<file path="config.mk">
export PLATFORM = sky130hd
export DESIGN_NAME = mux4_rr_arbiter
export DESIGN_NICKNAME = d
export VERILOG_FILES = /design/src/rtl/mux4_arb_pkg.sv /design/src/rtl/mux2_tree.sv /design/src/rtl/rr_pick4.sv /design/src/rtl/mux4_rr_arbiter.sv
export SDC_FILE = /design/constraint.sdc
export NUM_CORES = 1
export LEC_CHECK = 0
export ABC_AREA = 1
export CAP_MARGIN = 15
export CORE_MARGIN = 2
export CORE_UTILIZATION = 39
export DETAILED_ROUTE_END_ITERATION = 10
export GPL_TIMING_DRIVEN = 1
export PLACE_DENSITY = 0.88
export SLEW_MARGIN = 20
export SYNTH_ARGS = -nofsm -noshare
export SYNTH_HDL_FRONTEND = slang
export SYNTH_SLANG_ARGS = --single-unit
export TNS_END_PERCENT = 30
</file>
<file path="constraint.sdc">
create_clock -name clk -period 2.1 [get_ports clk]
set_clock_uncertainty 0.05 [all_clocks]
set_input_delay 0.42 -clock clk [delete_from_list [all_inputs] [get_ports clk]]
set_output_delay 0.42 -clock clk [all_outputs]
set_load 0.02 [all_outputs]
</file>
<file path="src/rtl/mux4_arb_pkg.sv">
// Shared types and constants for the four-requester round-robin output mux.
package mux4_arb_pkg;

  localparam int NREQ = 4;

  typedef logic [1:0] req_idx_t;

  typedef enum logic {
    EMPTY = 1'b0,
    FULL  = 1'b1
  } arb_state_t;

endpackage

</file>
<file path="src/rtl/mux2_tree.sv">
// Width-generic 4:1 word selector built as a binary tree of 2:1 muxes.
module mux2 #(
  parameter int width = 12
) (
  input  logic [width-1:0] a,
  input  logic [width-1:0] b,
  input  logic             sel,
  output logic [width-1:0] y
);

  assign y = sel ? b : a;

endmodule

module mux2_tree #(
  parameter int width = 12
) (
  input  logic [width-1:0] d0,
  input  logic [width-1:0] d1,
  input  logic [width-1:0] d2,
  input  logic [width-1:0] d3,
  input  logic [1:0]       sel,
  output logic [width-1:0] y
);

  logic [width-1:0] lo;
  logic [width-1:0] hi;

  // First level picks within each pair on sel[0]; second level picks the pair.
  mux2 #(.width(width)) u_lo (.a(d0), .b(d1), .sel(sel[0]), .y(lo));
  mux2 #(.width(width)) u_hi (.a(d2), .b(d3), .sel(sel[0]), .y(hi));
  mux2 #(.width(width)) u_top (.a(lo), .b(hi), .sel(sel[1]), .y(y));

endmodule

</file>
<file path="src/rtl/rr_pick4.sv">
// Combinational round-robin picker: first requester after `last` wins.
module rr_pick4
  import mux4_arb_pkg::*;
(
  input  logic [NREQ-1:0] req,
  input  req_idx_t        last,
  input  logic            en,
  output logic [NREQ-1:0] gnt,
  output req_idx_t        idx
);

  logic found;

  always_comb begin
    gnt   = '0;
    idx   = last;
    found = 1'b0;
    // Search order last+1 .. last+4; the final step wraps back onto last itself.
    for (int k = 1; k <= NREQ; k++) begin
      req_idx_t cand;
      cand = last + req_idx_t'(k);
      if (en && !found && req[cand]) begin
        found     = 1'b1;
        gnt[cand] = 1'b1;
        idx       = cand;
      end
    end
  end

endmodule

</file>
<file path="src/rtl/mux4_rr_arbiter.sv">
// Round-robin arbitrated 4:1 word mux with a registered valid/ready output stage.
module mux4_rr_arbiter
  import mux4_arb_pkg::*;
#(
  parameter int width = 12
) (
  input  logic             clk,
  input  logic             reset,
  input  logic [NREQ-1:0]  req,
  input  logic [width-1:0] d0,
  input  logic [width-1:0] d1,
  input  logic [width-1:0] d2,
  input  logic [width-1:0] d3,
  output logic [NREQ-1:0]  gnt,
  output logic [width-1:0] y,
  output logic             y_valid,
  input  logic             y_ready,
  output logic [1:0]       s
);

  arb_state_t       state;
  arb_state_t       state_nxt;
  req_idx_t         last;
  req_idx_t         idx_p0;
  logic             load_ok;
  logic             pick_en;
  logic             any_gnt;
  logic [width-1:0] mux_y_p0;
  logic [width-1:0] y_p1;
  req_idx_t         s_p1;

  // Grants are suppressed during reset so no requester believes its word was taken.
  assign load_ok = (state == EMPTY) || y_ready;
  assign pick_en = load_ok && !reset;
  assign any_gnt = |gnt;

  rr_pick4 u_pick (
    .req  (req),
    .last (last),
    .en   (pick_en),
    .gnt  (gnt),
    .idx  (idx_p0)
  );

  mux2_tree #(.width(width)) u_mux (
    .d0  (d0),
    .d1  (d1),
    .d2  (d2),
    .d3  (d3),
    .sel (idx_p0),
    .y   (mux_y_p0)
  );

  always_comb begin
    state_nxt = state;
    if (any_gnt) begin
      state_nxt = FULL;
    end else if ((state == FULL) && y_ready) begin
      state_nxt = EMPTY;
    end
  end

  always_ff @(posedge clk) begin
    if (reset) begin
      state <= EMPTY;
    end else begin
      state <= state_nxt;
    end
  end

  // p0 -> p1: capture the granted word; y and s move only on a grant.
  always_ff @(posedge clk) begin
    if (reset) begin
      y_p1 <= '0;
      s_p1 <= '0;
      last <= req_idx_t'(NREQ - 1);
    end else if (any_gnt) begin
      y_p1 <= mux_y_p0;
      s_p1 <= idx_p0;
      last <= idx_p0;
    end
  end

  assign y       = y_p1;
  assign s       = s_p1;
  assign y_valid = (state == FULL);

endmodule

</file>
# [Word-level counts from Yosys, hierarchy flattened]
# Cells that the tools add are included.
[classes] add_sub_neg=3 mux=32 magnitude_cmp=8 reduce_logical=20 bitwise_logic=4
[op_table] op="two-way mux 12 bit" n=3
[op_table] op="two-way mux 4 bit" n=4
[op_table] op="logical AND 1 bit" n=13
[op_table] op="two-way mux 1 bit" n=13
[op_table] op="< comparator 2 x 3 -> 1 bit, second input constant" n=4
[op_table] op="OR 4 bit" n=3
[op_table] op="binary-select mux 1 bit (select 2 bit)" n=4
[op_table] op="demux 1 bit (select 2 bit)" n=4
[op_table] op="greater-or-equal comparator 2 x 1 -> 1 bit, second input constant" n=4
[op_table] op="two-way mux 2 bit" n=4
[op_table] op="adder 2 bit, second input constant" n=2
[op_table] op="zero test 1 bit" n=4
[op_table] op="OR reduction 4 bit" n=1
[op_table] op="adder 2 x 1 -> 2 bit, second input constant" n=1
[op_table] op="nonzero test 2 bit" n=1
[op_table] op="logical OR 1 bit" n=1
[op_table] op="NOT 1 bit" n=1
[totals] in_bits=55 regBits=17 elab_cells=71 out_inout_bits=19

# [Depth between registers and ports, before layout]
# Gate-level depths: netlist (run 1).
[logic_depth] depth_word=19 depth_mapped=18

# [Cells and area by module]
# A second synthesis (run 1) with hierarchy kept.
[unflattened] cells_unflattened=273 hier_area_um2=1691.6
[by_module_without_submodules] mod="mux4_rr_arbiter" area_per_inst_um2=723.2 n_inst=1 cells_per_inst=77
[by_module_without_submodules] mod="rr_pick4" area_per_inst_um2=495.5 n_inst=1 cells_per_inst=79
[by_module_without_submodules] mod="mux2" area_per_inst_um2=157.7 n_inst=3 cells_per_inst=39

# [Worst setup path before layout (run 1)]
# No wires, ideal clock.
[synth_timing] path_type="reg2reg" from="register last[0]" to="register y_p1[0], in the netlist y[0]" synth_period_minus_slack_ns=2.408 stages_incl_launch_ff=18 t_required_ns=1.939 slack_ns=-0.308 t_arrival_ns=2.246 setup_time_ns=0.111 cell_sequence="dfxtp_1 > buf_6 > inv_4 > ha_1 > inv_1 > nand3_2 > nand2_4 > nand2_2 > nor2_2 > buf_6 > nand3_1 > nand3_2 > nor2_4 > nand2_2 > inv_2 > buf_6 > nor2_1 > nor2_1"
[synth_rtl] item="start: declaration" line_no="mux4_rr_arbiter.sv:23" source="req_idx_t last;"
[synth_rtl] item="start signal: assignment" line_no="mux4_rr_arbiter.sv:76" source="last <= req_idx_t'(NREQ - 1);"
[synth_rtl] item="start signal: assignment" line_no="mux4_rr_arbiter.sv:80" source="last <= idx_p0;"
[synth_rtl] item="parallel branches: the longest is 16 deep, another holds < comparator 2 x 3 -> 1 bit"
[synth_rtl] item="two-way mux 4 bit *" line_no="rr_pick4.sv:22" source="if (en && !found && req[cand]) begin"
[synth_rtl] item="named net gnt[2]" line_no="mux4_rr_arbiter.sv:14" source="output logic [NREQ-1:0] gnt,"
[synth_rtl] item="OR reduction 4 bit *" line_no="mux4_rr_arbiter.sv:35" source="assign any_gnt = |gnt;"
[synth_rtl] item="end signal: assignment" line_no="mux4_rr_arbiter.sv:78" source="y_p1 <= mux_y_p0;"
[synth_rtl] item="end: declaration" line_no="mux4_rr_arbiter.sv:29" source="logic [width-1:0] y_p1;"
# Mark *: on every way through the listed nets, which the timed path passes. The select of a mux whose other input is x is not followed.
# A chain may end at the register's enable or synchronous reset.

# [Worst setup path in the final report (run 1)]
[layout_timing] from="register last[0]" to="register y_p1[8], in the netlist y[8]"
[layout_via] elab_chain_len=19
[layout_lines] item="parallel branches: the longest is 19 deep, another holds < comparator 2 x 3 -> 1 bit"
# Several ways; the timed one is not identified. The select of a mux whose other input is x is not followed.

==> flow_summary.json, run 1 <==
{
  "stdcell_area_um2": 3497,
  "r2r_cells": 19,
  "hp-start": "s[1]",
  "finalMaxSlewViolations": 0,
  "hpwl_mm": 4.209,
  "path_cells": "inv_6, ha_4, inv_4, nand3_4, nand2_4, nand2_4, nor2_4, buf_12, buf_8, nand2_8, nand2_8, buf_12, buf_8, nand3_2, nand2_1, nand2_2, nand2_2, nor2_2, nor2_1",
  "start_kind": "flip-flop",
  "period_minus_slack_ns": 2.451,
  "antenna_found_initial": 0,
  "fmax_ghz": 0.4081,
  "regToRegSetupSlack_ns": -0.35,
  "p_leak_nw": 1.680,
  "wl_mm": 8.288,
  "stdcell_count": 466,
  "cp_slowest_cell": "dfxtp_4",
  "initial_core_util": 0.4025,
  "rsz0062_at_grt": "true",
  "whs_ns": 0.4398,
  "wl_met2_mm": 4.164,
  "dp_slack_ns": -0.8292,
  "cp-end-kind": "flip-flop",
  "slew_headroom": 0.6591,
  "die_w_um": 70.80,
  "highest_layer": "met4",
  "path_clk_slew_ns": 0.07,
  "die_h_um": 70.80,
  "min_period_over_period": 1.167,
  "diodes": 0,
  "cp.buffers_inverters": 6,
  "syn-instance-count": 294,
  "slowest_delay_ns": 0.38,
  "tritoncts": "yes",
  "drt-initial-drc-count": 222,
  "syn-cell-area_um2": 1740,
  "intPower_w": 0.002760,
  "r2r-start": "last[0]",
  "grt_pass1_vias": 2244,
  "path_depth": 19,
  "cp_top_family": "simple AND/OR/NAND/NOR gates",
  "grt_pass1_wl_mm": 9.811,
  "yosysWarningCount": 0,
  "crit_arrival_ns": 2.59,
  "fillerInstances": 244,
  "synth_seq_cells": 17,
  "setup_viol": 21,
  "synth_cell_type_count": 23,
  "dr.pass1.iters": 5,
  "worst_slack_ns": -0.3505,
  "met3WireLength_um": 651,
  "post-place-cells": 435,
  "power.total_w": 0.005858,
  "dieArea_um2": 5013,
  "clk_latency_ns": 0.26,
  "status": "finished, violations left",
  "syn_nets": 357,
  "synth.avg_cell_area_um2": 5.920,
  "core-area_um2": 4324,
  "pwr_density_cell_nw_per_um2": 1675,
  "h-tree-depth": 1,
  "dpl-instance-area_um2": 2833,
  "critPathRequiredTime_ns": 2.24,
  "worstSetupPathType": "flip-flop to flip-flop",
  "root_buffer": "clkbuf_8",
  "grt_overflow": 0,
  "holdPathStages": 2,
  "hold_viol": 0,
  "via_count": 2676,
  "wl_met1_mm": 2.906,
  "r2r_end": "y[8]",
  "switching_share": 0.5288,
  "ant_nets": 0,
  "vias_per_cell": 5.742,
  "drv_cap": 0,
  "clock_tree.buffer_depth": 2,
  "num_rows": 24,
  "syn2layout_area_growth_pct": 100.9,
  "power_frac_clock": 0.044,
  "cp_max_fo": 7,
  "power.share.sequential": 0.089,
  "grt_max_degree": 26,
  "p_sw_w": 0.003098,
  "min_to": "s[1]",
  "pwr-share-comb": 0.867,
  "hold_buffers": 0,
  "drc_errors": 0,
  "port_buffers": 73,
  "routedWlPerCell_um": 17.79,
  "yosysSeqAreaShare": 0.1955,
  "violations": "setup timing",
  "hp-class": "flip-flop to flip-flop",
  "numCtsBuffers": 3,
  "peakVddDrop_v": 0.0009362,
  "grt.total_usage": 0.2355,
  "routabilityCongestion": 0.8595,
  "drive_above_1_share": 0.3430,
  "worst_slew_pin_slew_ns": 0.5107,
  "pin_count": 74,
  "nNetsFinal": 478,
  "clock_sinks": 17
}
state kept, by name, indices dropped and copies added, names as in the netlist:
register,count
y,12
y_valid,1
last,2
s,2
worst max path at each step:
stage / start / to
6_report: last[0] / y[8]
5_1_grt: last[0] / y[8]
4_1_cts: last[1] / gnt[2]
3_5_place_dp: req[0] / gnt[3]
3_3_place_gp: req[2] / gnt[3]
2_1_floorplan: last[0] / y[0]
metrics by stage:
| stage | utilization | setup TNS (ns) |
|---|---|---|
| after floorplan | - | -1.582 |
| after global placement | 0.6551 | -12.79 |
| after detailed placement | 0.6551 | -14.24 |
| after CTS | 0.7127 | -3.179 |
| after global routing | 0.8087 | -6.785 |
| final | 0.8087 | -5.297 |
power groups by stage:
stage | sequential [W] | combinational (W) | clock, W
floorplan | 0.000626 | 0.00225 | 0
global placement | 0.000510 | 0.00332 | 0
detailed placement | 0.000514 | 0.00341 | 0
CTS | 0.000514 | 0.00386 | 0.000247
global route | 0.000526 | 0.00534 | 0.000269
finish | 0.000521 | 0.00508 | 0.000257
what timing repair did:
item / 4_1_cts / 5_1_grt
setup endpoints to repair: 21 / 21
gates cloned: 2 / 6
buffers inserted: 5 / 16
pin swaps: 19 / 28
resized for setup: 56 / 59
hold endpoints to repair: 0 / 0
routing by layer:
metal  vias to the layer above  GRT usage
met5                         -          0
met4                         0    0.09434
met3                        66    0.04274
met2                       212     0.4247
met1                      1210     0.2734
li1                       1188          -
Yosys cell counts:
library cell	instances	share of area
a21oi_1	3	0.0086
and2_1	1	0.0036
buf_2	6	0.017
buf_4	2	0.0086
buf_6	6	0.039
clkbuf_1	1	0.0022
dfxtp_1	17	0.20
ha_1	8	0.058
inv_1	12	0.026
inv_2	4	0.0086
inv_4	1	0.0036
nand2_1	125	0.27
nand2_2	6	0.022
nand2_4	2	0.013
nand3_1	46	0.13
nand3_2	7	0.040
nand3_4	1	0.010
nand3b_1	12	0.052
nand4_1	4	0.014
nor2_1	25	0.054
nor2_2	2	0.0072
nor2_4	2	0.013
o21ai_0	1	0.0029
worst reg2reg max path: stages, from the launching register on:
cell and delay (ns):
dfxtp_4 0.38, inv_6 0.04, ha_4 0.26, inv_4 0.07, nand3_4 0.10, nand2_4 0.10, nand2_4 0.05, nor2_4 0.13
buf_12 0.13, buf_8 0.12, nand2_8 0.06, nand2_8 0.12, buf_12 0.14, buf_8 0.13, nand3_2 0.08, nand2_1 0.10
nand2_2 0.06, nand2_2 0.08, nor2_2 0.04, nor2_1 0.14
final cells by class:
| class | count | area [um2] | area share |
|---|---|---|---|
| clock buffer | 3 | 41.29 | 0.01181 |
| timing repair inverter | 1 | 6.256 | 0.001789 |
| sequential | 17 | 345.3 | 0.09875 |
| multi-input combinational | 248 | 1618 | 0.4626 |
| timing repair buffer | 127 | 1340 | 0.3832 |
| clock inverter | 1 | 5.005 | 0.001431 |
| inverter | 17 | 76.32 | 0.02182 |
| tap | 52 | 65.06 | 0.01860 |
cells in the final DEF, fill, tap and decap left out, types with 7 or more instances in the layout:
cell               n
buf_12             7
nor2_1            20
buf_4             32
nand3_4           16
ha_1               7
dfxtp_1           15
buf_6             12
clkdlybuf4s50_1   63
nand2_2           21
nand3_1           30
inv_1              8
nand2_1          106
nand3_2            8
nand3b_1          12
kinds of logic (layout without fill, tap and decap cells):
| family | after synthesis | after routing | share of synthesized area |
|---|---|---|---|
| AND/OR/NAND/NOR | 233 | 236 | 0.6305 |
| adder cells (fa/ha/maj) | 8 | 8 | 0.05751 |
| flip-flops | 17 | 17 | 0.1955 |
| AO/OA/AOI/OAI | 4 | 4 | 0.01150 |
| buffers and inverters | 32 | 149 | 0.1050 |
Power figures use the tool's default switching activity.
==> run 2, diff against run 1 <==
- CORE_MARGIN: 2 -> default
- SLEW_MARGIN: 20 -> default
==> run 2 against run 1 <==
Maximum frequency is 6.5% higher. Critical path depth decreased by 9. Critical path type is now flip-flop to output pin. The flow still finishes with violations (setup timing). Wire length shrank 23%. Sequential power fell by 3%. Via count fell by 12%. Clock power decreased by 7%. Total power decreased by 12%. Sequential cell count unchanged. Setup slack improved by 0.15 ns.
==> flow_summary.json, run 2 (synthesized netlist as in run 1, its figures left out) <==
{
  "p_leak_nw": 1.561,
  "startpoint": "last[0]",
  "nNetsFinal": 468,
  "clock_tree.buffer_depth": 2,
  "wl_mm": 6.412,
  "drv_cap": 0,
  "crit_arrival_ns": 1.83,
  "grt_pass1_wl_mm": 9.839,
  "port_buffers": 73,
  "stdcell_area_um2": 3221,
  "power.share.sequential": 0.098,
  "grt_max_degree": 16,
  "power.total_w": 0.005148,
  "slew_headroom": 0.6881,
  "routabilityCongestion": 0.9466,
  "syn2layout_area_growth_pct": 85.05,
  "die_h_um": 68.80,
  "setup_viol": 21,
  "worst_slew_pin_slew_ns": 0.4674,
  "dr.pass1.iters": 5,
  "pwr_density_cell_nw_per_um2": 1599,
  "core-area_um2": 4144,
  "power_frac_clock": 0.047,
  "min_period_over_period": 1.096,
  "vias_per_cell": 5.211,
  "grt_pass1_vias": 2160,
  "critPathRequiredTime_ns": 1.63,
  "status": "finished, violations left",
  "path_clk_slew_ns": 0.07,
  "final_common_cell": "nand2_1",
  "worstSetupPathType": "flip-flop to output pin",
  "finalMaxSlewViolations": 0,
  "hp-class": "flip-flop to flip-flop",
  "cp-end-kind": "output pin",
  "h-tree-depth": 1,
  "root_buffer": "clkbuf_8",
  "antenna_found_initial": 0,
  "tritoncts": "yes",
  "r2r-start": "last[0]",
  "switching_share": 0.5097,
  "grt.total_usage": 0.2734,
  "routedWlPerCell_um": 14.12,
  "mostFrequentLayoutCells": "nand2_1 (117), clkdlybuf4s50_1 (63), nand3_1 (34), buf_4 (30), nor2_1 (22)",
  "pwr-share-comb": 0.855,
  "hp-start": "s[0]",
  "initial_core_util": 0.4200,
  "ant_nets": 0,
  "cp_max_fo": 4,
  "hold_buffers": 0,
  "largest_register_ffs": 12,
  "dp_slack_ns": -0.7494,
  "hpwl_mm": 4.234,
  "clock_sinks": 17,
  "violations": "setup timing",
  "die_w_um": 68.80,
  "pin_count": 74,
  "numCtsBuffers": 3,
  "rsz0062_at_grt": "true",
  "via_count": 2366,
  "diodes": 0,
  "intPower_w": 0.002524,
  "fmax_ghz": 0.4347,
  "fillerInstances": 282,
  "start_kind": "flip-flop",
  "hold_viol": 0,
  "clk_latency_ns": 0.25,
  "num_rows": 23,
  "p_sw_w": 0.002624,
  "period_minus_slack_ns": 2.301,
  "dpl-instance-area_um2": 2845,
  "dieArea_um2": 4733,
  "drc_errors": 0,
  "worst_slack_ns": -0.2007,
  "peakVddDrop_v": 0.0008275,
  "grt_overflow": 0,
  "drt-initial-drc-count": 156,
  "drive_above_1_share": 0.2822
}
## run 2: area by class of cell
class                   instances  area (um2)  area share
well taps                      50       62.56     0.01943
repair buffers                118        1204      0.3737
clock inverters                 1       5.005    0.001554
repair inverters                2       16.27    0.005051
multi-input cells             246        1466      0.4553
flip-flops and latches         17       345.3      0.1072
clock buffers                   3       41.29     0.01282
inverters                      17       80.08     0.02486
## run 2: through the flow
stage	hold WS, ns	TNS (ns)	util	instances
finish	0.4365	-3.123	0.7772	454
global route	0.4623	-5.437	0.7772	454
CTS	0.4353	-2.360	0.7554	451
detailed placement	0.4248	-10.54	0.6866	435
global placement	0.4187	-9.288	0.6866	435
floorplan	0.4391	-1.582	-	294
## run 2: repair_timing
item,CTS,global route
gates cloned,6,1
setup endpoints to repair,21,21
buffers inserted,6,2
pin swaps,16,9
gates resized for setup,60,19
## run 2: path summary, 6_finish.rpt
path / depth (start not counted) / slack [ns] / endpoint
max reg2reg: 14 / -0.19 / y[0]
min reg2reg: 2 / 0.44 / s[0]
min: 2 / 0.44 / s[0]
max: 10 / -0.20 / gnt[2]
## run 2: worst max-delay path, cell delays in order (launching register included)
cell	delay (ns)
dfxtp_4	0.37
inv_6	0.03
ha_4	0.30
nand3_2	0.07
and2_4	0.18
buf_12	0.12
nor2_4	0.12
buf_6	0.13
nand3_4	0.07
nand3_4	0.07
buf_6	0.12
## run 2: power by group through the flow
stage          Clock [W]  Sequential, W  Combinational (W)
2_1_floorplan          0       0.000626            0.00225
3_3_place_gp           0       0.000504            0.00334
3_5_place_dp           0       0.000508            0.00344
4_1_cts         0.000238       0.000504            0.00405
5_1_grt         0.000254       0.000514            0.00480
6_report        0.000240       0.000505            0.00440
## run 2: layer usage
| layer | wire length, um | up-vias | share of wire | global-route usage |
|---|---|---|---|---|
| met5 | 0 | - | 0 | 0 |
| met4 | 139 | 0 | 0.022 | 0.07908 |
| met3 | 330 | 14 | 0.051 | 0.03125 |
| met2 | 3348 | 106 | 0.52 | 0.4963 |
| met1 | 2594 | 1084 | 0.40 | 0.3356 |
| li1 | - | 1162 | - | - |
==> run 3, diff against run 2 <==
--- a/constraint.sdc
+++ b/constraint.sdc
@@ -3,3 +3,3 @@
 set_input_delay 0.42 -clock clk [delete_from_list [all_inputs] [get_ports clk]]
 set_output_delay 0.42 -clock clk [all_outputs]
-set_load 0.02 [all_outputs]
+set_load 0.01 [all_outputs]
==> run 3 against run 2 <==
The flow still finishes with violations (setup timing). Global-route usage decreased by 1.2 points. Count of clock-buffer cells in the layout unchanged. Hold slack improved by 0.011 ns.
==> flow_summary.json, run 3 (synthesized netlist as in run 1, its figures left out) <==
{
  "power.total_w": 0.004544,
  "slew_headroom": 0.7155,
  "num_rows": 23,
  "fmax_ghz": 0.4332,
  "dr.pass1.iters": 4,
  "worstSetupPathType": "flip-flop to output pin",
  "grt_overflow": 0,
  "hpwl_mm": 4.144,
  "syn2layout_area_growth_pct": 74.26,
  "period_minus_slack_ns": 2.308,
  "vias_per_cell": 5.075,
  "clock_sinks": 17,
  "critPathRequiredTime_ns": 1.63,
  "via_count": 2294,
  "grt.busiest_layer": "met2",
  "fillerInstances": 322,
  "root_buffer": "clkbuf_8",
  "grt.total_usage": 0.2617,
  "drt-initial-drc-count": 132,
  "dieArea_um2": 4733,
  "path_clk_slew_ns": 0.07,
  "die_h_um": 68.80,
  "p_leak_nw": 1.524,
  "violations": "setup timing",
  "numCtsBuffers": 3,
  "routabilityCongestion": 0.8883,
  "cp_slowest_cell": "dfxtp_2",
  "port_buffers": 73,
  "clock_tree.buffer_depth": 2,
  "clk_latency_ns": 0.25,
  "diodes": 0,
  "final_common_cell": "nand2_1",
  "core-area_um2": 4144,
  "status": "finished, violations left",
  "largest_register_ffs": 12,
  "final_core_util": 0.7319,
  "die_w_um": 68.80,
  "grt_util_met1": 0.3059,
  "wl_mm": 6.041,
  "antenna_found_initial": 0,
  "drive_above_1_share": 0.2512,
  "pin_count": 74,
  "nNetsFinal": 466,
  "drc_errors": 0,
  "pwr_density_cell_nw_per_um2": 1498,
  "worst_slack_ns": -0.2081,
  "met2_usage": 0.4645,
  "path_cells": "inv_2, ha_4, inv_4, nand3_4, nand2_4, nand2_4, nor2_4, buf_6, nand3_2, nand3_4, buf_6",
  "drv_cap": 0,
  "h-tree-depth": 1,
  "peakVddDrop_v": 0.0007679,
  "mostFrequentLayoutCells": "nand2_1 (118), clkdlybuf4s50_1 (63), nand3_1 (40), buf_4 (34), nor2_1 (24)",
  "hp-class": "flip-flop to flip-flop",
  "min_period_over_period": 1.099,
  "rsz0062_at_grt": "true",
  "cp_top_family": "simple AND/OR/NAND/NOR gates",
  "finalMaxSlewViolations": 0,
  "setup_viol": 20,
  "cp_max_fo": 5,
  "grt_pass1_vias": 2127,
  "cp-end-kind": "output pin",
  "post-place-cells": 432,
  "initial_core_util": 0.4200,
  "start_kind": "flip-flop",
  "slowest_delay_ns": 0.34,
  "crit_arrival_ns": 1.84,
  "grt_max_degree": 16,
  "ant_nets": 0,
  "routedWlPerCell_um": 13.37,
  "stdcell_count": 452,
  "grt_pass1_wl_mm": 9.404,
  "tritoncts": "yes",
  "cp.buffers_inverters": 4,
  "worst_slew_pin_slew_ns": 0.4263,
  "regToRegSetupSlack_ns": -0.11,
  "use_met3": 0.04605,
  "hold_buffers": 0,
  "hold_viol": 0
}
-- run 3: cell type report --
cell class	instances	area (um2)	area share
tap	50	62.56	0.02063
clock buffer	3	41.29	0.01361
inverter	17	76.32	0.02517
clock inverter	1	5.005	0.001650
sequential	17	345.3	0.1139
multi-input combinational	248	1389	0.4579
timing repair buffer	116	1114	0.3672
-- run 3: metrics by stage --
stage               setup slack, ns  instance area (um2)  setup TNS [ns]  hold slack, ns
floorplan                  -0.06667                 1775         -0.7225          0.4391
global route                -0.2688                 3033          -3.902          0.4666
finish                      -0.2081                 3033          -1.750          0.4473
global placement            -0.6715                 2690          -10.44          0.4208
detailed placement          -0.7320                 2690          -11.78          0.4409
CTS                        -0.08261                 2964          -1.151          0.4525
-- run 3: where the power goes --
| part | total [W] | switching, W | internal (W) |
|---|---|---|---|
| Combinational | 0.00379 | 0.00212 | 0.00167 |
| Clock | 0.000246 | 0.000114 | 0.000132 |
| Sequential | 0.000512 | 0.0000648 | 0.000447 |
-- run 3: worst min-delay path: stages (launching register included) --
cell     delay, ns
dfxtp_1       0.32
nand3_1       0.08
a21oi_1       0.06
-- run 3: routing by layer --
| layer | wire, um | up-vias |
|---|---|---|
| met5 | 0 | - |
| met4 | 154 | 0 |
| met3 | 311 | 14 |
| met2 | 3092 | 90 |
| met1 | 2482 | 1032 |
| li1 | - | 1158 |
-- run 3: path summary, 6_finish.rpt --
| path | startpoint | to | cells after the start |
|---|---|---|---|
| worst max-delay path | last[1] | gnt[2] | 11 |
| worst min-delay path | s[1] | s[1] | 2 |
| worst max register to register | last[1] | y[9] | 17 |
| worst min register to register | s[1] | s[1] | 2 |
-- run 3: timing repair --
action | CTS | global route
setup endpoints to repair | 21 | 21
gates resized for setup | 59 | 9
setup buffers | 5 | 6
cloned | 5 | 0
pin swaps | 12 | 5
